File: src/rtl/serial_adder.sv
// Bit-serial adder/subtractor: one full-adder cell plus a carry flop, LSB first; done pulses WIDTH+1 cycles after the start edge.
// No backpressure: start is only accepted in IDLE, and a start that arrives while busy is dropped, not queued.
module serial_adder #(
  parameter int WIDTH = 4
) (
  input  logic             clk,
  input  logic             rst_btn,
  input  logic             start,
  input  logic             sub,
  input  logic             cin,
  input  logic [WIDTH-1:0] a,
  input  logic [WIDTH-1:0] b,
  output logic [WIDTH-1:0] sum,
  output logic             cout,
  output logic             ovf,
  output logic             busy,
  output logic             done
);

  localparam int CW = (WIDTH > 2) ? $clog2(WIDTH) : 1;
  localparam logic [CW-1:0] LAST_BIT = CW'(WIDTH - 1);

  typedef enum logic [1:0] {
    IDLE = 2'd0,
    RUN  = 2'd1,
    DONE = 2'd2
  } state_t;

  state_t          state;
  logic [WIDTH-1:0] a_sr;
  logic [WIDTH-1:0] b_sr;
  logic [WIDTH-1:0] res_sr;
  logic [CW-1:0]   bit_cnt;
  logic            carry;
  logic            c_msb_in;

  logic            s_bit;
  logic            c_next;

  // The single full-adder cell shared by every bit position.
  assign s_bit  = a_sr[0] ^ b_sr[0] ^ carry;
  assign c_next = (a_sr[0] & b_sr[0]) | (carry & (a_sr[0] ^ b_sr[0]));

  always_ff @(posedge clk) begin
    if (!rst_btn) begin
      state    <= IDLE;
      a_sr     <= '0;
      b_sr     <= '0;
      res_sr   <= '0;
      bit_cnt  <= '0;
      carry    <= 1'b0;
      c_msb_in <= 1'b0;
      sum      <= '0;
      cout     <= 1'b0;
      ovf      <= 1'b0;
      busy     <= 1'b0;
      done     <= 1'b0;
    end else begin
      done <= 1'b0;
      case (state)
        IDLE: begin
          if (start) begin
            // Subtraction is a + ~b + 1, so the +1 rides in on the carry flop.
            a_sr    <= a;
            b_sr    <= sub ? ~b : b;
            carry   <= sub ? 1'b1 : cin;
            bit_cnt <= '0;
            busy    <= 1'b1;
            state   <= RUN;
          end
        end
        RUN: begin
          res_sr  <= {s_bit, res_sr[WIDTH-1:1]};
          a_sr    <= a_sr >> 1;
          b_sr    <= b_sr >> 1;
          carry   <= c_next;
          bit_cnt <= bit_cnt + 1'b1;
          if (bit_cnt == LAST_BIT) begin
            c_msb_in <= carry;
            state    <= DONE;
          end
        end
        DONE: begin
          sum   <= res_sr;
          cout  <= carry;
          ovf   <= c_msb_in ^ carry;
          done  <= 1'b1;
          busy  <= 1'b0;
          state <= IDLE;
        end
        default: begin
          state <= IDLE;
          busy  <= 1'b0;
        end
      endcase
    end
  end

endmodule
File: config.mk
export PLATFORM = sky130hd
export DESIGN_NAME = serial_adder
export DESIGN_NICKNAME = d
export VERILOG_FILES = /design/src/rtl/serial_adder.sv
export SDC_FILE = /design/constraint.sdc
export NUM_CORES = 1
export LEC_CHECK = 0
export CORE_AREA = 2 2 47 58
export DETAILED_ROUTE_END_ITERATION = 16
export DIE_AREA = 0 0 49 60
export GPL_TIMING_DRIVEN = 0
export PLACE_DENSITY = 0.84
export SETUP_SLACK_MARGIN = 0.1
export SYNTH_ARGS = -nofsm -noshare
export SYNTH_HDL_FRONTEND = slang
export SYNTH_SLANG_ARGS = --single-unit
export TNS_END_PERCENT = 1
File: constraint.sdc
create_clock -name clk -period 1.4 [get_ports clk]
set_input_delay 0.28 -clock clk [delete_from_list [all_inputs] [get_ports clk]]
set_output_delay 0.28 -clock clk [all_outputs]
set_load 0.1 [all_outputs]
# Word level (Yosys, flattened, before mapping)
# Cells that the tools add are included.
word_totals:
  output_inout_bits: 8
  elab_cells: 48
  reg_bits: 26
classes:
  n_reduce_logical: 6
  eq_ne: 5
  n_addsub: 1
  n_mux: 16
  bitwise: 8
ops:
  columns: ["cell", "count"]
  rows:
  - ["$pmux W4 S2", 2]
  - ["$mux W4", 3]
  - ["$pmux W2 S2", 2]
  - ["$reduce_and A2 Y1", 4]
  - ["$mux W2", 3]
  - ["$eq A2 B2 Y1 const B", 2]
  - ["$mux W1", 4]
  - ["$ne A2 B2 Y1 const B", 2]
  - ["$not A4 Y4", 1]
  - ["$pmux W1 S2", 2]
  - ["$xor A1 B1 Y1", 3]
  - ["$add A2 B1 Y2 const B", 1]
  - ["$and A1 B1 Y1", 2]
  - ["$eq A2 B1 Y1 const B", 1]
  - ["$logic_not A2 Y1", 1]
  - ["$reduce_bool A2 Y1", 1]
  - ["$not A1 Y1", 1]
  - ["$or A1 B1 Y1", 1]

# Logic depth before layout (Yosys ltp)
# Gate-level depths: netlist of run 1.
logic_depth:
  word_depth: 4
  depth_mapped: 4
  mapped_depth_nobuf: 4

# Worst setup path after synthesis of run 1
# OpenSTA, ideal clock, no wires.
synth_path:
  path_kind: "reg-to-reg"
  start: "register, netlist name cout"
  end: "register cout"
  path_stages_with_launch: 3
  setup_ns: 0.070
  setup_slack_ns: 0.159
  arrival_ns: 1.171
  path_cell_list: "dfxtp_1 > nand2_1 > a21boi_1"
synth_rtl:
  columns: ["element", "line", "text"]
  rows:
  - ["to (signal assigned)", "85", "cout <= carry;"]
  - ["to (decl)", "14", "output logic cout,"]

# Worst setup path after layout of run 1
layout_path:
  start: "register busy"
  end: "output port busy"
layout_rtl:
  columns: ["element", "line", "text"]
  rows:
  - ["from (decl)", "16", "output logic busy,"]
  - ["from (signal assigned)", "56", "busy <= 1'b0;"]
  - ["from (signal assigned)", "68", "busy <= 1'b1;"]
  - ["from (signal assigned)", "88", "busy <= 1'b0;"]
# No word-level cell between the ends.

==> impl_metrics.yaml, run 1 <==
yosys:
  synthDistinctLibCells: 33
  synth_cells: 118
  synthTopCellsByArea: "dfxtp_1, nand2_1, a21boi_1"
  synth_seq_cells: 26
  synth_common_cells: "dfxtp_1, nand2_1, a21boi_1"
  ys.flop_type: "dfxtp_1"
  synth_most_common_cell: "dfxtp_1"
  synth_top_area_share_pct: 46.0
  synth_area_per_cell_sq_um: 9.59
  synth_top_cell_by_area: "dfxtp_1"
  netlist_area_sq_um: 1130
  syn_nets: 133
  synth_seq_area_share_pct: 46.0
  synth_edf_count: 0
  synthArstFlopShare_pct: 0
  ys_warn_count: 0
critical_path:
  crit_start: "busy$_SDFFE_PN0P_"
  crit_path_cell_trace: "clkbuf_4"
  r2r_slack_ns: 0.17
  crit_end: "busy"
  arrival_ns: 1.00
  reg2reg_to: "a_sr[2]$_SDFFE_PN0P_"
  cp_num_cells: 1
  path_max_fanout: 2
  crit_path_top_delay_cell: "dfxtp_1"
  start_kind: "flop"
  end_kind: "output port"
  path_delay_family: "flip-flops"
  critPathBufInv: 1
  crit_type: "reg -> out"
  r2r-start: "state[0]$_SDFFE_PN0P_"
  crit_required_ns: 1.12
  reg2reg_depth: 4
  critPathMaxStageDelay_ns: 0.36
sta:
  setup_viol: 0
  period_needed_ns: 1.28
  maxSlewHeadroom_pct: 69.7
  worst_slew_pin_slew_ns: 0.454
  hold_violations: 0
  period_share_pct: 91.6
  final_max_slew_viol_count: 0
  clock.fmax_mhz: 780
  fin_skew_ns: 0.00317
  grt_setup_unrepaired: "true"
clock_tree:
  numCtsBuffers: 3
  clockBufferDepth: 2
  clock-root-buffer: "clkbuf_4"
  cts_tree: "done"
  clock_latency_ns: 0.31
  clkTransAtPathRegs_ns: 0.13
  postCtsSetupBuffers: 0
  htree_levels: 1
  cts.sinks: 26
die:
  io_pins: 21
  die_w_um: 49
  die_area_sq_um: 2940
  die_y_um: 60
  num_rows: 20
  core-area_sq_um: 2430
  start_util_pct: 46.6
final_layout:
  antenna_cells: 0
  fill_cells: 225
  seqCellArea_sq_um: 520
  area_delta_synth_final_pct: 21.0
  multi_input_area_sq_um: 558
  drive_gt1_share_pct: 15.0
  final_cell_count_no_fill: 173
  nets: 156
route:
  drc: 0
  drtPass1Iterations: 4
  routedWlPerCell_um: 11.9
  avgViaCountPerCell: 5.06
  ant_nets: 0
  vias: 875
  drt-initial-drc-count: 15
  drt_wl_total_um: 2060
place:
  dp_hpwl_um: 1580
  finalWeightedCongestion: 0.778
  dp_cells: 169
  portBuffers: 18
grt:
  grt_util_all_layers_pct: 16.4
  grt_max_degree: 15
  grt_pass1_wl_um: 3660
  grt_overflow: 0
  antenna_found_initial: 0
  grt_pass1_vias: 866
pwr:
  peakVddDrop_v: 0.000774
  p_leak_nw: 0.531
  total_power_w: 0.00135
  power_density_nw_per_um2: 986
flow_run:
  cap_violations: 0
worst_hold_path:
  hold_class: "in -> reg"
outcome:
  outcome: "finished, final reports clean"
per-layer routing:
layer  part of all wire (%)  global-route usage, %  vias to the layer above  routed length [um]
met3                    4.4                   2.75                        5                  90
met4                    2.1                   9.39                        0                  44
met5                      0                      0                        -                   0
met2                     52                   31.1                       26                1060
li1                       -                      -                      449                   -
met1                     42                   17.2                      395                 858
cells by family after synthesis:
kind of cell	synth area share (%)
simple gates	21.1
mux	1.77
compound gates	19.7
buf+inv	4.65
fa+ha+maj	2.88
flops	46.0
xor+xnor	3.87
through the flow:
step	hold WS [ns]	setup TNS, ns	setup WS (ns)	cell area, sq um	util [%]
floorplan	0.431	0	0.159	1130	-
global placement	0.434	-3.54	-0.321	1350	55.7
detailed placement	0.444	-3.77	-0.344	1350	55.7
CTS	0.276	0	0.0142	1350	55.7
global route	0.284	0	0.0559	1370	56.4
finish	0.282	0	0.118	1370	56.4
worst min-delay path by stage:
stage | start | endpoint | slack, ns | depth (start not counted)
floorplan | res_sr[0]$_SDFFE_PN0N_ | sum[0]$_SDFFE_PN0P_ | 0.43 | 2
global placement | busy$_SDFFE_PN0P_ | busy$_SDFFE_PN0P_ | 0.43 | 2
detailed placement | busy$_SDFFE_PN0P_ | busy$_SDFFE_PN0P_ | 0.44 | 2
CTS | rst_btn | cout$_SDFFE_PN0P_ | 0.28 | 2
global route | rst_btn | cout$_SDFFE_PN0P_ | 0.28 | 2
finish | rst_btn | cout$_SDFFE_PN0P_ | 0.28 | 2
what timing repair did:
item	4_1_cts	5_1_grt
resized for setup	41	7
endpoints found under the setup margin	8	13
hold buffers	0	0
area by class of cell:
type | instances | share of cell area (%)
tap | 33 | 3.02
timing repair buffer | 18 | 11.7
sequential | 26 | 38.0
inverter | 3 | 0.823
clock buffer | 4 | 2.65
buffer | 8 | 3.02
multi-input combinational | 81 | 40.8
report_power, final:
part / leakage, nW / total (W) / switching (W) / internal (W)
clock: 0.0210 / 0.000365 / 0.000206 / 0.000159
sequential: 0.212 / 0.000796 / 0.0000245 / 0.000771
combinational: 0.298 / 0.000188 / 0.0000950 / 0.0000933
flip-flops by register name (all words and copies together) (netlist names):
name,flops
a_sr,4
b_sr,4
bit_cnt,2
busy,1
c_msb_in,1
carry,1
cout,1
done,1
ovf,1
res_sr,4
state,2
sum,4
cells in the final DEF, fill, tap and decap left out, types with 2 or more instances in the layout:
cell type	synthesis	final
a21boi_1	9	9
a21oi_1	2	2
a22oi_1	3	3
a2bb2oi_1	2	2
buf_2	3	3
clkbuf_1	4	4
clkbuf_4	0	10
clkdlybuf4s50_1	0	10
dfxtp_1	26	26
inv_1	2	2
mux2i_1	2	2
nand2_1	22	22
nand2b_1	4	4
nand3_1	3	3
nor2_1	2	2
nor2b_1	7	7
o221a_1	4	4
o221ai_1	3	3
xnor2_1	3	3
xor2_1	2	2
No activity file was read; power rests on OpenSTA's default activity.
==> run 2: changes to the inputs <==
--- a/config.mk
+++ b/config.mk
@@ -5,11 +5,12 @@
 export SDC_FILE = /design/constraint.sdc
 export NUM_CORES = 1
 export LEC_CHECK = 0
-export CORE_AREA = 2 2 47 58
+export CORE_AREA = 2 2 46 56
+export CTS_BUF_LIST = sky130_fd_sc_hd__clkbuf_4 sky130_fd_sc_hd__clkbuf_8
 export DETAILED_ROUTE_END_ITERATION = 16
-export DIE_AREA = 0 0 49 60
+export DIE_AREA = 0 0 48 58
 export GPL_TIMING_DRIVEN = 0
-export PLACE_DENSITY = 0.84
+export PLACE_DENSITY = 0.77
 export SETUP_SLACK_MARGIN = 0.1
 export SYNTH_ARGS = -nofsm -noshare
 export SYNTH_HDL_FRONTEND = slang
==> impl_metrics.yaml, run 2 (synthesis gave the netlist of run 1 again) <==
final_layout:
  antenna_cells: 0
  area_delta_synth_final_pct: 21.3
  mostFrequentLayoutCell: "dfxtp_1"
  nets: 156
  final_cell_count_no_fill: 171
  drive_gt1_share_pct: 15.0
  seqCellArea_sq_um: 520
  multi_input_area_sq_um: 564
  fill_cells: 214
  utilization_pct: 60.8
  layout_common_cells: "dfxtp_1, nand2_1, clkbuf_4, clkdlybuf4s50_1, a21boi_1"
place:
  portBuffers: 18
  dp_cells: 167
  finalWeightedCongestion: 0.802
  dp_hpwl_um: 1550
clock_tree:
  postCtsSetupBuffers: 0
  clock_latency_ns: 0.32
  numCtsBuffers: 3
  clockBufferDepth: 2
  clkTransAtPathRegs_ns: 0.13
  cts.sinks: 26
  htree_levels: 1
  cts_tree: "done"
  clock-root-buffer: "clkbuf_4"
route:
  vias: 887
  drtPass1Iterations: 4
  wl_met1_um: 1010
  wl_met3_um: 57
  routedWlPerCell_um: 12.3
  drt-initial-drc-count: 9
  drt_wl_total_um: 2100
  ant_nets: 0
  avgViaCountPerCell: 5.19
  drc: 0
  top_layer: "met4"
  met2_length_um: 996
critical_path:
  end_kind: "output port"
  crit_type: "reg -> out"
  start_kind: "flop"
  crit_required_ns: 1.12
  path_max_fanout: 2
  critPathMaxStageDelay_ns: 0.36
  crit_path_top_delay_cell: "dfxtp_1"
  path_delay_family: "flip-flops"
  crit_path_cell_trace: "clkbuf_4"
  arrival_ns: 1.00
  critPathBufInv: 1
sta:
  final_max_slew_viol_count: 0
  setup_viol: 0
  fin_skew_ns: 0.00177
  clock.fmax_mhz: 780
  grt_setup_unrepaired: "true"
  worst_slew_pin_slew_ns: 0.421
  timing.hold.ws_ns: 0.288
  period_needed_ns: 1.28
  hold_violations: 0
  period_share_pct: 91.6
  maxSlewHeadroom_pct: 71.9
flow_run:
  cap_violations: 0
grt:
  antenna_found_initial: 0
  grt_pass1_vias: 890
  grt_max_degree: 15
  grt_util_all_layers_pct: 17.8
  grt_overflow: 0
  grt_pass1_wl_um: 3640
die:
  die_area_sq_um: 2780
  num_rows: 19
  start_util_pct: 50.1
  io_pins: 21
  core-area_sq_um: 2260
  die_w_um: 48
  die_y_um: 58
pwr:
  total_power_w: 0.00136
  power_density_nw_per_um2: 992
  peakVddDrop_v: 0.000626
  p_leak_nw: 0.532
worst_hold_path:
  hold_class: "in -> reg"
outcome:
  outcome: "finished, final reports clean"
-- run 2: cell count changes in the layout (fill, tap and decap cells not counted) --
cell and delta:
nor3b_2 -1, nor3b_4 +1
-- run 2: what timing repair did --
action | 4_1_cts | 5_1_grt
hold buffers | 0 | 0
setup endpoints to repair | 8 | 11
hold endpoints to repair | 0 | 0
cloned | 0 | 0
resized for setup | 41 | 8
-- run 2: report_power, final --
group	internal, W	switching [W]	total, W
Sequential	0.000772	0.0000246	0.000796
Clock	0.000159	0.000214	0.000373
Combinational	0.0000957	0.0000966	0.000192
-- run 2: area by class of cell --
class / count / share of cell area, %
sequential: 26 / 37.9
tap: 31 / 2.83
clock buffer: 4 / 2.64
buffer: 8 / 3.01
inverter: 3 / 0.820
multi-input combinational: 81 / 41.1
timing repair buffer: 18 / 11.7
-- run 2: path summary, 6_finish.rpt --
| kind | from | endpoint | slack, ns | cells after the start |
|---|---|---|---|---|
| worst max-delay path | sum[1]$_SDFFE_PN0P_ | sum[1] | 0.12 | 1 |
| worst min-delay path | rst_btn | res_sr[3]$_SDFFE_PN0N_ | 0.29 | 2 |
| worst max register to register | state[0]$_SDFFE_PN0P_ | a_sr[2]$_SDFFE_PN0P_ | 0.16 | 4 |
| worst min register to register | busy$_SDFFE_PN0P_ | busy$_SDFFE_PN0P_ | 0.46 | 2 |
-- run 2: worst reg2reg max path, delay by kind of cell, from the launching register on --
| family | cells | cell delay [ns] |
|---|---|---|
| buffers and inverters | 2 | 0.24 |
| AO/OA/AOI/OAI | 2 | 0.40 |
| flip-flops | 1 | 0.50 |
-- run 2: stage by stage --
step / setup TNS, ns / area [sq um] / worst slack, ns
3_5_place_dp: -3.89 / 1350 / -0.324
4_1_cts: 0 / 1350 / 0.0130
3_3_place_gp: -3.69 / 1350 / -0.317
2_1_floorplan: 0 / 1130 / 0.159
5_1_grt: 0 / 1370 / 0.0487
6_report: 0 / 1370 / 0.117
-- run 2: per-layer routing --
layer / vias to the layer above / GRT usage (%)
met5: - / 0
met1: 412 / 23.0
met3: 5 / 2.80
met4: 0 / 6.95
li1: 452 / -
met2: 18 / 28.8
==> run 3: changes to the inputs <==
--- a/config.mk
+++ b/config.mk
@@ -10,7 +10,8 @@
 export DETAILED_ROUTE_END_ITERATION = 16
 export DIE_AREA = 0 0 48 58
 export GPL_TIMING_DRIVEN = 0
-export PLACE_DENSITY = 0.77
+export HOLD_SLACK_MARGIN = 0.05
+export PLACE_DENSITY_LB_ADDON = 0.25
 export SETUP_SLACK_MARGIN = 0.1
 export SYNTH_ARGS = -nofsm -noshare
 export SYNTH_HDL_FRONTEND = slang
==> impl_metrics.yaml, run 3 (synthesis gave the netlist of run 1 again) <==
sta:
  clock.fmax_mhz: 779
  period_share_pct: 91.7
  period_needed_ns: 1.28
  setup_viol: 0
  setup_tns_ns: 0
  grt_setup_unrepaired: "true"
  final_max_slew_viol_count: 0
  worst_slew_pin_slew_ns: 0.428
  fin_skew_ns: 0.00102
  hold_violations: 0
  maxSlewHeadroom_pct: 71.5
route:
  ant_nets: 0
  drc: 0
  met2_length_um: 1050
  drt_wl_total_um: 2160
  wl_met1_um: 979
  top_layer: "met4"
  avgViaCountPerCell: 5.24
  drtPass1Iterations: 4
  vias: 896
  drt-initial-drc-count: 17
  wl_met3_um: 94
  routedWlPerCell_um: 12.6
clock_tree:
  hold_buffers: 0
  clockBufferDepth: 2
  clock_latency_ns: 0.32
  clock-root-buffer: "clkbuf_4"
  cts.sinks: 26
  htree_levels: 1
  numCtsBuffers: 3
  cts_tree: "done"
  clkTransAtPathRegs_ns: 0.14
pwr:
  p_int_w: 0.00115
  p_sw_w: 0.000347
  power_frac_seq_pct: 53.1
  p_leak_nw: 0.538
  pwr-share-clk_pct: 34.4
  peakVddDrop_v: 0.000842
  combPwrFrac_pct: 12.6
  switching_share_pct: 23.1
  power_density_nw_per_um2: 1090
critical_path:
  path_max_fanout: 2
  crit_path_cell_trace: "clkbuf_4"
  critPathMaxStageDelay_ns: 0.36
  cp_num_cells: 1
  end_kind: "output port"
  critPathBufInv: 1
  r2r_slack_ns: 0.14
  reg2reg_to: "b_sr[0]$_SDFFE_PN0P_"
  arrival_ns: 1.00
  crit_start: "sum[0]$_SDFFE_PN0P_"
  crit_path_top_delay_cell: "dfxtp_1"
  crit_required_ns: 1.12
  start_kind: "flop"
  r2r-start: "state[1]$_SDFFE_PN0P_"
  crit_type: "reg -> out"
  reg2reg_depth: 4
  path_delay_family: "flip-flops"
  crit_end: "sum[0]"
final_layout:
  antenna_cells: 0
  drive_gt1_share_pct: 15.0
  mostFrequentLayoutCell: "dfxtp_1"
  nets: 156
  area_delta_synth_final_pct: 22.2
  fin_area_sq_um: 1380
  final_cell_count_no_fill: 171
  layout_common_cells: "dfxtp_1, nand2_1, clkbuf_4, clkdlybuf4s50_1, a21boi_1"
grt:
  grt_util_all_layers_pct: 18.1
  antenna_found_initial: 0
  grt_pass1_vias: 877
  grt_overflow: 0
  grt_max_degree: 16
  grt_pass1_wl_um: 3580
die:
  start_util_pct: 50.1
  io_pins: 21
  core-area_sq_um: 2260
  num_rows: 19
  die_area_sq_um: 2780
  die_y_um: 58
  die_w_um: 48
place:
  portBuffers: 18
  dpl_cell_area_sq_um: 1350
  finalWeightedCongestion: 0.734
  dp_hpwl_um: 1560
  dp_cells: 167
worst_hold_path:
  hold_class: "in -> reg"
flow_run:
  cap_violations: 0
outcome:
  outcome: "finished, final reports clean"
==> run 3: layout make-up <==
| cell class | count | area (sq um) |
|---|---|---|
| Multi-Input combinational cell | 81 | 558 |
| Clock inverter | 1 | 30.0 |
| Inverter | 3 | 11.3 |
| Sequential cell | 26 | 520 |
| Buffer | 8 | 41.3 |
| Clock buffer | 3 | 22.5 |
| Tap cell | 31 | 38.8 |
| Fill cell | 213 | 876 |
| Timing Repair Buffer | 18 | 160 |
==> run 3: timing repair <==
item	4_1_cts	5_1_grt
resized for setup	41	7
setup buffers	0	0
gates cloned	0	0
pin swaps	0	0
setup endpoints to repair	8	14
endpoints found under the hold margin	0	0
==> run 3: worst min path at each step <==
stage                           start                   to  slack (ns)  cells after the start
2_1_floorplan  res_sr[0]$_SDFFE_PN0N_  sum[0]$_SDFFE_PN0P_        0.43                      2
5_1_grt                       rst_btn  sum[3]$_SDFFE_PN0P_        0.27                      2
3_3_place_gp        busy$_SDFFE_PN0P_    busy$_SDFFE_PN0P_        0.43                      2
4_1_cts                       rst_btn  sum[3]$_SDFFE_PN0P_        0.28                      2
6_report                      rst_btn  sum[3]$_SDFFE_PN0P_        0.28                      2
3_5_place_dp        busy$_SDFFE_PN0P_    busy$_SDFFE_PN0P_        0.44                      2
==> run 3: metrics by stage <==
step | setup WS [ns] | hold slack [ns] | total power (W) | utilization (%)
after global placement | -0.316 | 0.432 | 0.000995 | 59.8
final | 0.116 | 0.285 | 0.00150 | 61.2
after global routing | 0.0320 | 0.275 | 0.00156 | 61.2
after detailed placement | -0.334 | 0.438 | 0.00100 | 59.8
after CTS | 0.0101 | 0.277 | 0.00151 | 60.4
after floorplan | 0.159 | 0.431 | 0.000938 | -
==> run 3: routing by layer <==
metal / track usage [%] / up-vias
met4: 9.65 / 0
met3: 4.36 / 4
met1: 20.8 / 417
li1: - / 456
met5: 0 / -
met2: 29.5 / 19
==> run 3: power groups by stage <==
stage               logic [W]  registers, W  clock network, W
floorplan            0.000114      0.000823                 0
global placement     0.000185      0.000810                 0
detailed placement   0.000190      0.000812                 0
CTS                  0.000188      0.000796          0.000524
global route         0.000207      0.000801          0.000551
finish               0.000189      0.000796          0.000516
